[src/rtl/cmp_pkg.sv]
// Shared types and constants for the execute-to-complete stage.
// Entry field widths follow the CMP_* constants; the top-level width parameters default to them.
package cmp_pkg;

  localparam int CMP_XLEN   = 32;
  localparam int CMP_PREG_W = 6;
  localparam int CMP_ROB_W  = 6;

  localparam logic [1:0] LDSRC_LSQ   = 2'd0;
  localparam logic [1:0] LDSRC_CACHE = 2'd1;
  localparam logic [1:0] LDSRC_MEM   = 2'd2;

  typedef struct packed {
    logic [CMP_XLEN-1:0]   pc;
    logic [CMP_XLEN-1:0]   data;
    logic [CMP_PREG_W-1:0] dest;
    logic [CMP_ROB_W-1:0]  rob;
  } cmp_entry_t;

endpackage

[src/rtl/cmp_memq.sv]
// Memory-completion FIFO: up to two writes and one read per cycle, occupancy exposed as count.
module cmp_memq #(
  parameter int DEPTH = 4,
  parameter int W     = 76,
  localparam int PW   = $clog2(DEPTH),
  localparam int CW   = $clog2(DEPTH + 1)
) (
  input  logic          clk,
  input  logic          rstn,
  input  logic          flush,
  input  logic          wr0_en,
  input  logic [W-1:0]  wr0_data,
  input  logic          wr1_en,
  input  logic [W-1:0]  wr1_data,
  input  logic          rd_en,
  output logic [W-1:0]  rd_data,
  output logic [CW-1:0] count
);

  logic [W-1:0]  mem_r [DEPTH];
  logic [PW-1:0] wr_ptr_r;
  logic [PW-1:0] rd_ptr_r;
  logic [CW-1:0] count_r;
  logic [PW-1:0] wr1_ptr_s;

  // second write lands behind the first when both are present
  assign wr1_ptr_s = wr_ptr_r + PW'(wr0_en);
  assign rd_data   = mem_r[rd_ptr_r];
  assign count     = count_r;

  // pointers and occupancy; flush empties the queue
  always_ff @(posedge clk or negedge rstn) begin
    if (!rstn) begin
      wr_ptr_r <= {PW{1'b0}};
      rd_ptr_r <= {PW{1'b0}};
      count_r  <= {CW{1'b0}};
    end else if (flush) begin
      wr_ptr_r <= {PW{1'b0}};
      rd_ptr_r <= {PW{1'b0}};
      count_r  <= {CW{1'b0}};
    end else begin
      wr_ptr_r <= wr_ptr_r + PW'(wr0_en) + PW'(wr1_en);
      rd_ptr_r <= rd_ptr_r + PW'(rd_en);
      count_r  <= count_r + CW'(wr0_en) + CW'(wr1_en) - CW'(rd_en);
    end
  end

  // entry storage
  always_ff @(posedge clk) begin
    if (wr0_en) mem_r[wr_ptr_r] <= wr0_data;
    if (wr1_en) mem_r[wr1_ptr_s] <= wr1_data;
  end

endmodule

[src/rtl/complete_stage_arb_chk.sv]
// Protocol and occupancy checks for the complete-stage arbiter.
module complete_stage_arb_chk #(
  parameter int DEPTH = 4,
  parameter int CW    = 3
) (
  input logic          clk,
  input logic          rstn,
  input logic          flush,
  input logic          shared_valid,
  input logic          shared_ready,
  input logic [CW-1:0] count
);

  // sampled each rising edge while out of reset
  always_ff @(posedge clk) begin
    if (rstn) begin
      if (!flush) begin
        a_shared_proto: assert (!(shared_valid && !shared_ready));
      end
      a_count_bound: assert (count <= CW'(DEPTH));
    end
  end

endmodule

[src/rtl/complete_stage_arb.sv]
// Execute-to-complete register stage; the last lane is shared between its ALU and queued
// memory completions, with starvation-limited priority and ready-based back-pressure.
module complete_stage_arb
  import cmp_pkg::*;
#(
  parameter int NUM_ALU    = 3,
  parameter int XLEN       = CMP_XLEN,
  parameter int PREG_W     = CMP_PREG_W,
  parameter int ROB_W      = CMP_ROB_W,
  parameter int MEMQ_DEPTH = 4,
  parameter int STARVE_LIM = 3
) (
  input  logic                      clk,
  input  logic                      rstn,
  input  logic                      flush,
  input  logic [NUM_ALU-1:0]        alu_valid,
  input  logic [NUM_ALU*XLEN-1:0]   alu_pc,
  input  logic [NUM_ALU*XLEN-1:0]   alu_data,
  input  logic [NUM_ALU*PREG_W-1:0] alu_dest,
  input  logic [NUM_ALU*ROB_W-1:0]  alu_rob,
  output logic                      alu_shared_ready,
  input  logic                      ld_valid,
  input  logic [XLEN-1:0]           ld_pc,
  input  logic [PREG_W-1:0]         ld_dest,
  input  logic [ROB_W-1:0]          ld_rob,
  input  logic [1:0]                ld_src,
  input  logic [XLEN-1:0]           ld_data_lsq,
  input  logic [XLEN-1:0]           ld_data_cache,
  input  logic [XLEN-1:0]           ld_data_mem,
  output logic                      ld_ready,
  input  logic                      st_valid,
  input  logic [XLEN-1:0]           st_pc,
  input  logic [ROB_W-1:0]          st_rob,
  output logic                      st_ready,
  output logic [NUM_ALU-1:0]        cmp_valid,
  output logic [NUM_ALU*XLEN-1:0]   cmp_pc,
  output logic [NUM_ALU*XLEN-1:0]   cmp_data,
  output logic [NUM_ALU*PREG_W-1:0] cmp_dest,
  output logic [NUM_ALU*ROB_W-1:0]  cmp_rob
);

  localparam int S  = NUM_ALU - 1;
  localparam int CW = $clog2(MEMQ_DEPTH + 1);
  localparam int SW = $clog2(STARVE_LIM + 1);
  localparam int EW = $bits(cmp_entry_t);
  localparam logic [CW-1:0] PRI_CNT    = CW'(MEMQ_DEPTH - 1);
  localparam logic [CW-1:0] ST_MAX_CNT = CW'(MEMQ_DEPTH - 2);
  localparam logic [SW-1:0] STARVE_MAX = SW'(STARVE_LIM);

  logic [CW-1:0] count_s;
  logic [SW-1:0] starve_r;
  logic          mem_pri_s, alu_win_s, pop_s, ld_acc_s, st_acc_s, ld_ready_s, st_ready_s;
  logic [EW-1:0] head_vec_s;
  cmp_entry_t    head_s, ld_ent_s, st_ent_s, alu_ent_s, shr_ent_s, wr0_ent_s;

  logic [NUM_ALU-1:0]        cmp_valid_r;
  logic [NUM_ALU*XLEN-1:0]   cmp_pc_r, cmp_data_r;
  logic [NUM_ALU*PREG_W-1:0] cmp_dest_r;
  logic [NUM_ALU*ROB_W-1:0]  cmp_rob_r;

  // everything below is decided from registered occupancy/starvation, never from this cycle's valids
  assign mem_pri_s        = (count_s >= PRI_CNT) || (starve_r >= STARVE_MAX);
  assign alu_shared_ready = ~mem_pri_s;
  assign ld_ready_s       = (count_s <= PRI_CNT);
  assign st_ready_s       = (count_s <= ST_MAX_CNT);
  assign ld_ready         = ld_ready_s;
  assign st_ready         = st_ready_s;
  assign ld_acc_s         = ld_valid & ld_ready_s & ~flush;
  assign st_acc_s         = st_valid & st_ready_s & ~flush;
  assign head_s           = cmp_entry_t'(head_vec_s);

  assign st_ent_s  = '{pc: st_pc, data: {XLEN{1'b0}}, dest: {PREG_W{1'b0}}, rob: st_rob};
  assign alu_ent_s = '{pc: alu_pc[S*XLEN +: XLEN], data: alu_data[S*XLEN +: XLEN],
                       dest: alu_dest[S*PREG_W +: PREG_W], rob: alu_rob[S*ROB_W +: ROB_W]};

  // load entry with data chosen by source
  always_comb begin
    ld_ent_s.pc   = ld_pc;
    ld_ent_s.dest = ld_dest;
    ld_ent_s.rob  = ld_rob;
    case (ld_src)
      LDSRC_LSQ:         ld_ent_s.data = ld_data_lsq;
      LDSRC_CACHE:       ld_ent_s.data = ld_data_cache;
      LDSRC_MEM, 2'd3:   ld_ent_s.data = ld_data_mem;
      default:           ld_ent_s.data = ld_data_mem;
    endcase
  end

  // load takes the first write slot when present, so it always precedes a same-cycle store
  always_comb begin
    wr0_ent_s = st_ent_s;
    if (ld_acc_s) begin
      wr0_ent_s = ld_ent_s;
    end else begin
      wr0_ent_s = st_ent_s;
    end
  end

  // shared-lane select
  always_comb begin
    alu_win_s = 1'b0;
    pop_s     = 1'b0;
    shr_ent_s = head_s;
    if (flush) begin
      alu_win_s = 1'b0;
      pop_s     = 1'b0;
    end else if (alu_valid[S] && !mem_pri_s) begin
      alu_win_s = 1'b1;
      shr_ent_s = alu_ent_s;
    end else if (count_s != {CW{1'b0}}) begin
      pop_s = 1'b1;
    end else begin
      pop_s = 1'b0;
    end
  end

  cmp_memq #(.DEPTH(MEMQ_DEPTH), .W(EW)) u_memq (
    .clk      (clk),
    .rstn     (rstn),
    .flush    (flush),
    .wr0_en   (ld_acc_s | st_acc_s),
    .wr0_data (wr0_ent_s),
    .wr1_en   (ld_acc_s & st_acc_s),
    .wr1_data (st_ent_s),
    .rd_en    (pop_s),
    .rd_data  (head_vec_s),
    .count    (count_s)
  );

  // starvation counter for a waiting FIFO head
  always_ff @(posedge clk or negedge rstn) begin
    if (!rstn) begin
      starve_r <= {SW{1'b0}};
    end else if (flush || pop_s || (count_s == {CW{1'b0}})) begin
      starve_r <= {SW{1'b0}};
    end else if (starve_r < STARVE_MAX) begin
      starve_r <= starve_r + SW'(1);
    end else begin
      starve_r <= starve_r;
    end
  end

  // completion output registers
  always_ff @(posedge clk or negedge rstn) begin
    if (!rstn) begin
      cmp_valid_r <= {NUM_ALU{1'b0}};
      cmp_pc_r    <= {(NUM_ALU*XLEN){1'b0}};
      cmp_data_r  <= {(NUM_ALU*XLEN){1'b0}};
      cmp_dest_r  <= {(NUM_ALU*PREG_W){1'b0}};
      cmp_rob_r   <= {(NUM_ALU*ROB_W){1'b0}};
    end else begin
      for (int i = 0; i < S; i++) begin
        cmp_valid_r[i]                <= alu_valid[i] & ~flush;
        cmp_pc_r[i*XLEN +: XLEN]      <= alu_pc[i*XLEN +: XLEN];
        cmp_data_r[i*XLEN +: XLEN]    <= alu_data[i*XLEN +: XLEN];
        cmp_dest_r[i*PREG_W +: PREG_W] <= alu_dest[i*PREG_W +: PREG_W];
        cmp_rob_r[i*ROB_W +: ROB_W]   <= alu_rob[i*ROB_W +: ROB_W];
      end
      cmp_valid_r[S] <= alu_win_s | pop_s;
      if (alu_win_s | pop_s) begin
        cmp_pc_r[S*XLEN +: XLEN]       <= shr_ent_s.pc;
        cmp_data_r[S*XLEN +: XLEN]     <= shr_ent_s.data;
        cmp_dest_r[S*PREG_W +: PREG_W] <= shr_ent_s.dest;
        cmp_rob_r[S*ROB_W +: ROB_W]    <= shr_ent_s.rob;
      end
    end
  end

  assign cmp_valid = cmp_valid_r;
  assign cmp_pc    = cmp_pc_r;
  assign cmp_data  = cmp_data_r;
  assign cmp_dest  = cmp_dest_r;
  assign cmp_rob   = cmp_rob_r;

  complete_stage_arb_chk #(.DEPTH(MEMQ_DEPTH), .CW(CW)) u_chk (
    .clk          (clk),
    .rstn         (rstn),
    .flush        (flush),
    .shared_valid (alu_valid[S]),
    .shared_ready (alu_shared_ready),
    .count        (count_s)
  );

endmodule
[config.mk]
export PLATFORM = sky130hd
export DESIGN_NAME = complete_stage_arb
export DESIGN_NICKNAME = d
export VERILOG_FILES = /design/src/rtl/cmp_pkg.sv /design/src/rtl/cmp_memq.sv /design/src/rtl/complete_stage_arb_chk.sv /design/src/rtl/complete_stage_arb.sv
export SDC_FILE = /design/constraint.sdc
export NUM_CORES = 1
export LEC_CHECK = 0
export BUFFER_PORTS_ARGS = -buffer_cell sky130_fd_sc_hd__buf_2
export CAP_MARGIN = 40
export CORE_AREA = 2 2 253 255
export CTS_BUF_LIST = sky130_fd_sc_hd__clkbuf_4
export CTS_CLUSTER_SIZE = 12
export DETAILED_ROUTE_END_ITERATION = 7
export DIE_AREA = 0 0 255 257
export SKIP_LAST_GASP = 1
export SYNTH_ARGS = -nofsm -noshare
export SYNTH_HDL_FRONTEND = slang
export SYNTH_SLANG_ARGS = --single-unit
[constraint.sdc]
create_clock -name clk -period 5.5 [get_ports clk]
set_clock_uncertainty 0.2 [all_clocks]
set_input_delay 1.1 -clock clk [delete_from_list [all_inputs] [get_ports clk]]
set_output_delay 1.1 -clock clk [all_outputs]
set_load 0.02 [all_outputs]
After elaboration in Yosys (flattened, before gate mapping)
Memories as Yosys holds them, arrays and structs flattened. Cells that the tools add are included.

Memories kept: 1. Memory bits (writable): 304. Flip-flop bits (word level): 240. Input port bits: 416. Output and inout bits: 234. Logic and storage cells: 68.

Memory list: u_memq.mem_r (words 4, width 76, rd ports 1, clocked after Yosys merged registers in 0, write ports 2, RTL line cmp_memq.sv:20) `logic [W-1:0] mem_r [DEPTH];`.

$add $sub $neg: 7. Bitwise logic cells: 11. Reductions and logical operators: 10. Multiplexer cells: 18. Magnitude comparators: 5. Eq/ne operators: 3.

Operator list (number): $mux 76 (3); $pmux 32 s3 (1); $mux 1 (9); $mux 2 (4); $and 1x1->1 (7); $add 2x1->2 (3); $add 3x1->3 (2); $le 3x2->1 const B (2); $eq 2x2->1 const B (2); $ge 3x2->1 const B (1); $logic_not 3->1 (1); $logic_or 1x1->1 (3); $mux 3 (1); $reduce_bool 3->1 (1); $sub 3x1->3 (1); $add 2x1->2 const B (1); $eq 2x1->1 const B (1); $ge 2x2->1 const B (1); $logic_not 2->1 (1); $lt 2x2->1 const B (1); $not 1->1 (2); $or 1x1->1 (2); $reduce_bool 2->1 (1); $reduce_or 2->1 (1); other kinds (2) (2).

Depth between registers and ports, before layout
Gate-level depths: netlist (run 1).

Depth in word-level cells: 9. Depth in mapped cells: 13. Mapped depth without buffers: 13.

Hierarchy
From an unflattened synthesis (run 1), not the netlist that was laid out.

Cells, all modules: 1552. Area total of the unflattened synthesis: 24342.1 um2.

By module, submodules not included: cmp_memq (area an instance 14975.6 um2, instances 1, cells each 774, sequential area each 9303.9 um2); complete_stage_arb (area an instance 9366.5 um2, instances 1, cells each 778, sequential area each 5830.6 um2).

Worst setup path after synthesis (run 1)
Ideal clock, no wire load.

Path type: input to register. Start point: input flush. End point: memory u_memq.mem_r[1][0], enable pin. Buffers on the path: 4. Data required time: 4.904 ns. Slack: 0.684 ns. Library setup time: 0.396 ns. Cell stages on the path: 10. Arrival: 4.220 ns. Path through: clkbuf_1 buf_1 o21ai_0 ha_1 buf_1 inv_1 nor4_1 o21ai_1 clkbuf_1 nand2_1.

RTL lines: start, declared (RTL line complete_stage_arb.sv:15) `input logic flush,`; end, declared (RTL line cmp_memq.sv:20).

==> metrics.md, run 1 <==
| Metric | Value |
|---|---|
| Slowest stage cell, crit path | nor4_1 |
| Startpoint Class | flop |
| Final TNS setup | 0 ns |
| Clock buffer depth | 3 |
| Hold-critical path depth | 2 |
| GRT Residual Overflow | 0 |
| Seq/Total Area, Yosys | 61.4% |
| Least-Margin Pin Slew | 0.812 ns |
| Initial antenna violation count | 24 |
| Family with the most delay on the worst path | simple AND/OR/NAND/NOR gates |
| CP Data Arrival Time | 4.78 ns |
| Core area | about 63000 sq um |
| Commonest non-fill, non-tap cell in the layout | buf_2 |
| Reg2Reg Depth | 8 |
| CTS clk-pin slew, worst paths | 0.06 ns |
| Drt first-iter violations | about 1300 |
| FF+latch count, synth | around 540 |
| GRT Max-Usage Layer | met2 |
| Width of the die | 255 microns |
| Most used cell along the critical path | o21ai_0 |
| CP cell instances | nor3b_1 > o21ai_0 > o21ai_0 > ha_1 > nor4_1 > o21ai_4 > nand2_2 > buf_4 |
| CP Buf/Inv Count | 1 |
| Lkg Pwr | around 0.013 uW |
| WP depth | 8 |
| Crit. End Element | flop |
| Top Ports | 650 |
| Die ar. | 65500 sq um |
| RSZ-0062 raised after global routing | no |
| Avg WL per Cell | 22.7 microns |
| Post-Synthesis Cells | 1439 |
| Max FO, Critical Path | 17 |
| DRC | 0 |
| Router iterations before antenna repair | 5 |
| Routability cong. | 0.797 |
| Clk Latency, worst-skew pair | 0.98 ns |
| Met1 Track Usage GR | 26.1% |
| Largest net degree at the start of global routing | 122 |
| Routed Antenna Nets | 0 |
| Vias in the first global route | 18533 |
| Layout Nets | 2713 |
| DP Wirelength | 47700 microns |
| Post-Syn Area | 22200 sq um |
| Yosys cell types | ~50 |
| Max-slew headroom | 45.4% |
| Detailed-route via count | between 15000 and 20000 |
| Area Growth Syn to Fin | 35.8% |
| Share of layout cells above drive strength 1 | about half |
| Final setup vio count | 0 |
| H-tree depth | 4 |
| Tot Pwr | between 10000 and 15000 uW |
| Initial Util | 35.3% |
| Fmax | 230 MHz |
| Mean post-synth cell area | approximately 15 sq um |
| Met2 Use GR | 37.8% |
| Critical Path Max Stage Delay | 0.78 ns |
| Synth warnings | 0 |
| Final hold vios | 0 |
| First-pass GRT wire length | 110000 microns |
| Met3 Resource Use GR | 7.74% |
| CP Class | reg -> reg |
| Leading area contributor after synthesis | dfrtp_1 |
| Top post-synthesis cells by area | dfrtp_1 27%, edfxtp_1 21%, dfxtp_1 14% |
| EDFF count, synth | 152 |
| Synth Flop Type | dfrtp_1 |
| Required time of the worst setup path | ~5.9 ns |
| Most frequent cells in the layout | 649 x buf_2, 293 x a32o_1, 238 x dfrtp_1 |
| GR Util All Layers | 22.3% |
| CTS sink count | 544 |
| Final Max Tran Viols | 0 |
| Clk root buf | clkbuf_4 |
| Max rail drop VDD | 0.000223 V |
| Post-cts resize count | 0 |
| Port buffer count | around 650 |
| Period minus WS final | 4.34 ns |
| Total CTS buffers | 151 |
| Total length of routed wires | 74300 microns |
| Yosys top cell area share | a little over a quarter |
| Max cap viols | 0 |
| Async S/R FF share, synth | between 40 and 50% |
| Syn Nets | 1864 |
| TritonCTS clock tree | built |
| Vias/cell | roughly 5.3 |
| Outcome | complete, no violations |
| Row Count | 92 |
| Hold Path Class | in -> reg |
| Final Cycle Share | 78.9% |
| Die Y-Extent | 257 microns |
| Pwr dens | 464 nW/um^2 |
## per-layer routing
metal / vias to the layer above / share of wire [%]
li1: 7664 / -
met1: 8766 / 38
met2: 831 / 50
met3: 144 / 9.4
met4: 26 / 2.1
met5: - / 0.23
## cell type report
| class | count | area, sq um |
|---|---|---|
| well taps | 846 | 1060 |
| multi-input cells | 742 | 7940 |
| repair buffers | 843 | 5370 |
| clock buffers | 235 | 1760 |
| flip-flops and latches | 544 | 13600 |
| fillers | 5583 | 32600 |
| diodes | 10 | 25.0 |
| clock inverters | 41 | 305 |
| inverters | 6 | 22.5 |
## worst register-to-register path, stage by stage (launching register included)
cell,delay [ns]
dfrtp_1,0.48
nor3b_1,0.58
o21ai_0,0.34
o21ai_0,0.36
ha_1,0.48
nor4_1,0.78
o21ai_4,0.12
nand2_2,0.40
buf_4,0.32
## report_power, final
part	internal [uW]	leakage, uW	switching, uW
Clock	2140	0.00122	1770
Sequential	5190	0.00554	449
Combinational	2050	0.00586	2350
Total	9380	0.0126	4570
## path summary, 6_finish.rpt
| path | startpoint | to | slack, ns |
|---|---|---|---|
| setup / recovery | u_memq.count[1]$_DFF_PN0_ | u_memq.mem_r[0][65]$_DFFE_PP_ | 1.16 |
| hold / removal | alu_valid[0] | cmp_valid[0]$_DFF_PN0_ | 0.18 |
| setup reg to reg | u_memq.count[1]$_DFF_PN0_ | u_memq.mem_r[0][65]$_DFFE_PP_ | 1.16 |
| hold reg to reg | starve_r[0]$_DFFE_PN0P_ | starve_r[0]$_DFFE_PN0P_ | 0.25 |
| max in group asynchronous | rstn | u_memq.rd_ptr_r[1]$_DFF_PN0_ | 3.57 |
| min in group asynchronous | rstn | cmp_pc[91]$_DFFE_PN0P_ | 0.42 |
## timing repair
action                    CTS  global route
buffers inserted            0             0
hold endpoints to repair  190             0
hold buffers              153             0
## Yosys cell counts, types with 2 or more instances
cell type and number:
dfxtp_1 152, nor2_1 10, nand3_1 13, nor3_1 6
a32o_1 293, nand2_1 50, inv_1 6, mux4_2 76
nor4_1 5, o31ai_1 2, o21ai_0 36, a21oi_1 12
nand2b_1 2, dfrtp_1 240, or3_1 3, o21ai_1 3
edfxtp_1 152, buf_2 37, mux2_2 152, a31oi_4 2
nand4_1 2, mux2i_1 32, and3b_1 2, nor2b_1 5
nor3b_1 4, xnor2_1 4, buf_1 13, ha_1 7
o211ai_1 3, buf_4 6, clkbuf_1 75, fa_1 2
a31oi_2 2, buf_6 15
## logic make-up after synthesis
family          share of synthesized area (%)
simple gates                             2.42
buf+inv                                  3.42
flops                                    61.4
xor+xnor                                0.231
mux                                      16.9
compound gates                           15.0
fa+ha+maj                               0.576
## metrics by stage
step / worst slack, ns / instances / hold WS [ns] / cell area (sq um) / utilization, %
2_1_floorplan: 0.684 / 1439 / 0.218 / 22200 / -
3_3_place_gp: 0.840 / 2818 / 0.233 / 26200 / 41.8
3_5_place_dp: 0.752 / 2828 / 0.244 / 26500 / 42.2
4_1_cts: 1.08 / 3257 / 0.0433 / 30100 / 47.9
5_1_grt: 0.713 / 3263 / 0.119 / 30100 / 48.0
6_report: 1.16 / 3267 / 0.184 / 30100 / 48.0
## flip-flops by register name, indices dropped and copies added, names as in the netlist
name,cells
u_memq.rd_ptr_r,2
u_memq.count,3
starve_r,2
cmp_rob,18
u_memq.mem_r,304
u_memq.wr_ptr_r,2
cmp_pc,96
cmp_dest,18
cmp_data,96
cmp_valid,3
(Power assumes the default switching activity.)
==> inputs of run 2 (changes only) <==
==> constraint.sdc (replaced) <==
create_clock -name clk -period 4.1 [get_ports clk]
set_clock_uncertainty 0.2 [all_clocks]
set_input_delay 0.82 -clock clk [delete_from_list [all_inputs] [get_ports clk]]
set_output_delay 0.82 -clock clk [all_outputs]
set_load 0.02 [all_outputs]
==> metrics.md, run 2 (synthesis results as in run 1) <==
| Metric | Value |
|---|---|
| Outcome | complete, no violations |
| Slowest stage cell, crit path | dlygate4sd3_1 |
| Dpl cells | 2833 (+0.18%) |
| Initial antenna violation count | 14 (-42%) |
| Final setup vio count | 0 (unchanged) |
| Max cap viols | 0 (unchanged) |
| Routed Antenna Nets | 0 (unchanged) |
| Total length of routed wires | 77300 microns (+4.0%) |
| Final hold vios | 0 (unchanged) |
| CP Buf/Inv Count | 4 (+3) |
| Most used cell along the critical path | ha_1 |
| CTS clk-pin slew, worst paths | 0.07 ns (about the same) |
| Non-filler cells, final | 3439 (+5.3%) |
| Least-Margin Pin Slew | 0.915 ns (+0.103 ns) |
| Fmax | 259 MHz (+12%) |
| Routability cong. | 0.873 (+9.5%) |
| CTS sink count | 544 (unchanged) |
| Period minus WS final | 3.86 ns (-0.480 ns) |
| P_int | 12500 uW (+33%) |
| Final Cycle Share | 94.2% (+15 points) |
| Max FO, Critical Path | 38 (+21) |
| Switching Fraction | 33.1% (+0.36 points) |
| Crit. End Element | flop |
| TritonCTS clock tree | built |
| Router iterations before antenna repair | 7 (+2) |
| Most frequent cells in the layout | 649 x buf_2, 338 x dlygate4sd3_1, 293 x a32o_1 |
| Vias/cell | 5.31 (-0.48%) |
| Die Y-Extent | 257 microns (unchanged) |
| Core area | 62700 sq um (unchanged) |
| Seq pwr share | 40.7% (+0.3 points) |
| Required time of the worst setup path | 4.71 ns (-1.23 ns) |
| GR Util All Layers | 23.2% (+0.85 points) |
| Largest net degree at the start of global routing | 153 (+25%) |
| Vias in the first global route | 19624 (+5.9%) |
| Top reg by flops | u_memq.mem_r |
| CP cell instances | inv_1 > ha_1 > o21ai_2 > o21ai_0 > ha_1 > xor2_2 > buf_4 > nand3_1 > o32ai_4 > buf_12 > a32o_1 > dlygate4sd3_1 |
| Pwr dens | 588 nW/um^2 (+27%) |
| Clk Latency, worst-skew pair | 0.97 ns (about the same) |
| Width of the die | 255 microns (unchanged) |
| Max rail drop VDD | 0.000308 V (+38%) |
| Family with the most delay on the worst path | buffers and inverters |
| Layout Utilization | 50.7% (+2.7 points) |
| Layout Nets | 2903 (+7.0%) |
| Clk pwr share | 26.7% (-1.4 points) |
| Row Count | 92 (unchanged) |
| Startpoint Class | flop |
| Hold Path Class | in -> reg |
| DRC | 0 (unchanged) |
| Detailed-route via count | 18261 (+4.8%) |
| H-tree depth | 4 (unchanged) |
| Critical Path Max Stage Delay | 0.55 ns (-0.23 ns) |
| Port buffer count | 649 (unchanged) |
| Area Growth Syn to Fin | 43.4% |
| Top Ports | 650 (unchanged) |
| Share of layout cells above drive strength 1 | 46.3% (-3.4 points) |
| Initial Util | 35.3% (unchanged) |
| Final TNS setup | 0 ns (unchanged) |
| Drt first-iter violations | 1449 (+7.4%) |
| RSZ-0062 raised after global routing | no |
| Lkg Pwr | 0.0134 uW (+5.9%) |
| Clk root buf | clkbuf_4 |
| DP Wirelength | 46800 microns (-1.9%) |
| CP Data Arrival Time | 4.48 ns (-0.30 ns) |
| Final Max Tran Viols | 0 (unchanged) |
| Commonest non-fill, non-tap cell in the layout | buf_2 |
| Combinational share of power | 32.5% (+1.0 points) |
| Max reg flops | 304 (unchanged) |
| CP Class | reg -> reg |
| Max-slew headroom | 39.0% (-6.4 points) |
| Total CTS buffers | 151 (unchanged) |
| GRT Residual Overflow | 0 (unchanged) |
| Sw power | 6190 uW (+35%) |
| Die ar. | 65500 sq um (unchanged) |
| Avg WL per Cell | 22.5 microns (-1.2%) |
| Clock buffer depth | 3 (unchanged) |
| Filler cells | 5351 (-4.2%) |
| First-pass GRT wire length | 115000 microns (+4.3%) |
==> run 2: cell type report <==
| cell class | count | area [sq um] | area share [%] |
|---|---|---|---|
| diodes | 9 | 22.5 | 0.0709 |
| clock inverters | 32 | 219 | 0.689 |
| repair buffers | 1033 | 7190 | 22.6 |
| multi-input cells | 742 | 7950 | 25.0 |
| inverters | 6 | 22.5 | 0.0709 |
| flip-flops and latches | 544 | 13600 | 42.9 |
| well taps | 846 | 1060 | 3.33 |
| clock buffers | 227 | 1700 | 5.36 |
==> run 2: through the flow <==
step	setup slack [ns]	power (uW)	hold slack, ns	area, sq um
3_3_place_gp	0.299	13300	0.229	26400
2_1_floorplan	0.00637	11400	0.218	22200
5_1_grt	0.00662	19700	0.0884	31800
4_1_cts	0.0384	18900	0.00936	31800
3_5_place_dp	0.299	13500	0.239	26400
6_report	0.238	18700	0.170	31800
==> run 2: per-layer routing <==
layer | track usage, % | part of all wire (%) | vias up
li1 | - | - | 8028
met1 | 27.3 | 39 | 9110
met2 | 39.7 | 50 | 956
met3 | 6.72 | 8.6 | 157
met4 | 8.85 | 2.4 | 10
met5 | 0 | 0.078 | -
==> run 2: timing repair <==
item | in CTS | in global routing
hold buffers | 338 | 0
setup buffers | 0 | 0
hold endpoints to repair | 475 | 0
setup endpoints to repair | 0 | 29
resized for setup | 0 | 3
==> run 2: power groups by stage <==
stage	clock, uW	sequential [uW]	combinational, uW
4_1_cts	5160	7600	6120
3_5_place_dp	0	7700	5820
3_3_place_gp	0	7630	5700
6_report	4990	7620	6080
2_1_floorplan	0	8000	3380
5_1_grt	5460	7750	6500
==> run 2: worst paths after layout <==
check | to | cells past startpoint | start | slack (ns)
max | u_memq.mem_r[2][53]$_DFFE_PP_ | 12 | u_memq.count[1]$_DFF_PN0_ | 0.24
min | u_memq.mem_r[2][22]$_SDFFE_PP0P_ | 4 | ld_data_mem[10] | 0.17
max reg2reg | u_memq.mem_r[2][53]$_DFFE_PP_ | 12 | u_memq.count[1]$_DFF_PN0_ | 0.24
min reg2reg | starve_r[0]$_DFFE_PN0P_ | 1 | starve_r[0]$_DFFE_PN0P_ | 0.25
max in group asynchronous | u_memq.rd_ptr_r[0]$_DFF_PN0_ | 3 | rstn | 2.52
min in group asynchronous | cmp_pc[72]$_DFFE_PN0P_ | 2 | rstn | 0.22
==> run 2: tightest hold or removal path, delay by kind of cell <==
kind,cells,cell delay (ns)
AOI/OAI and AO/OA,2,0.37
buffers and inverters,1,0.08
and+or+nand+nor,1,0.03
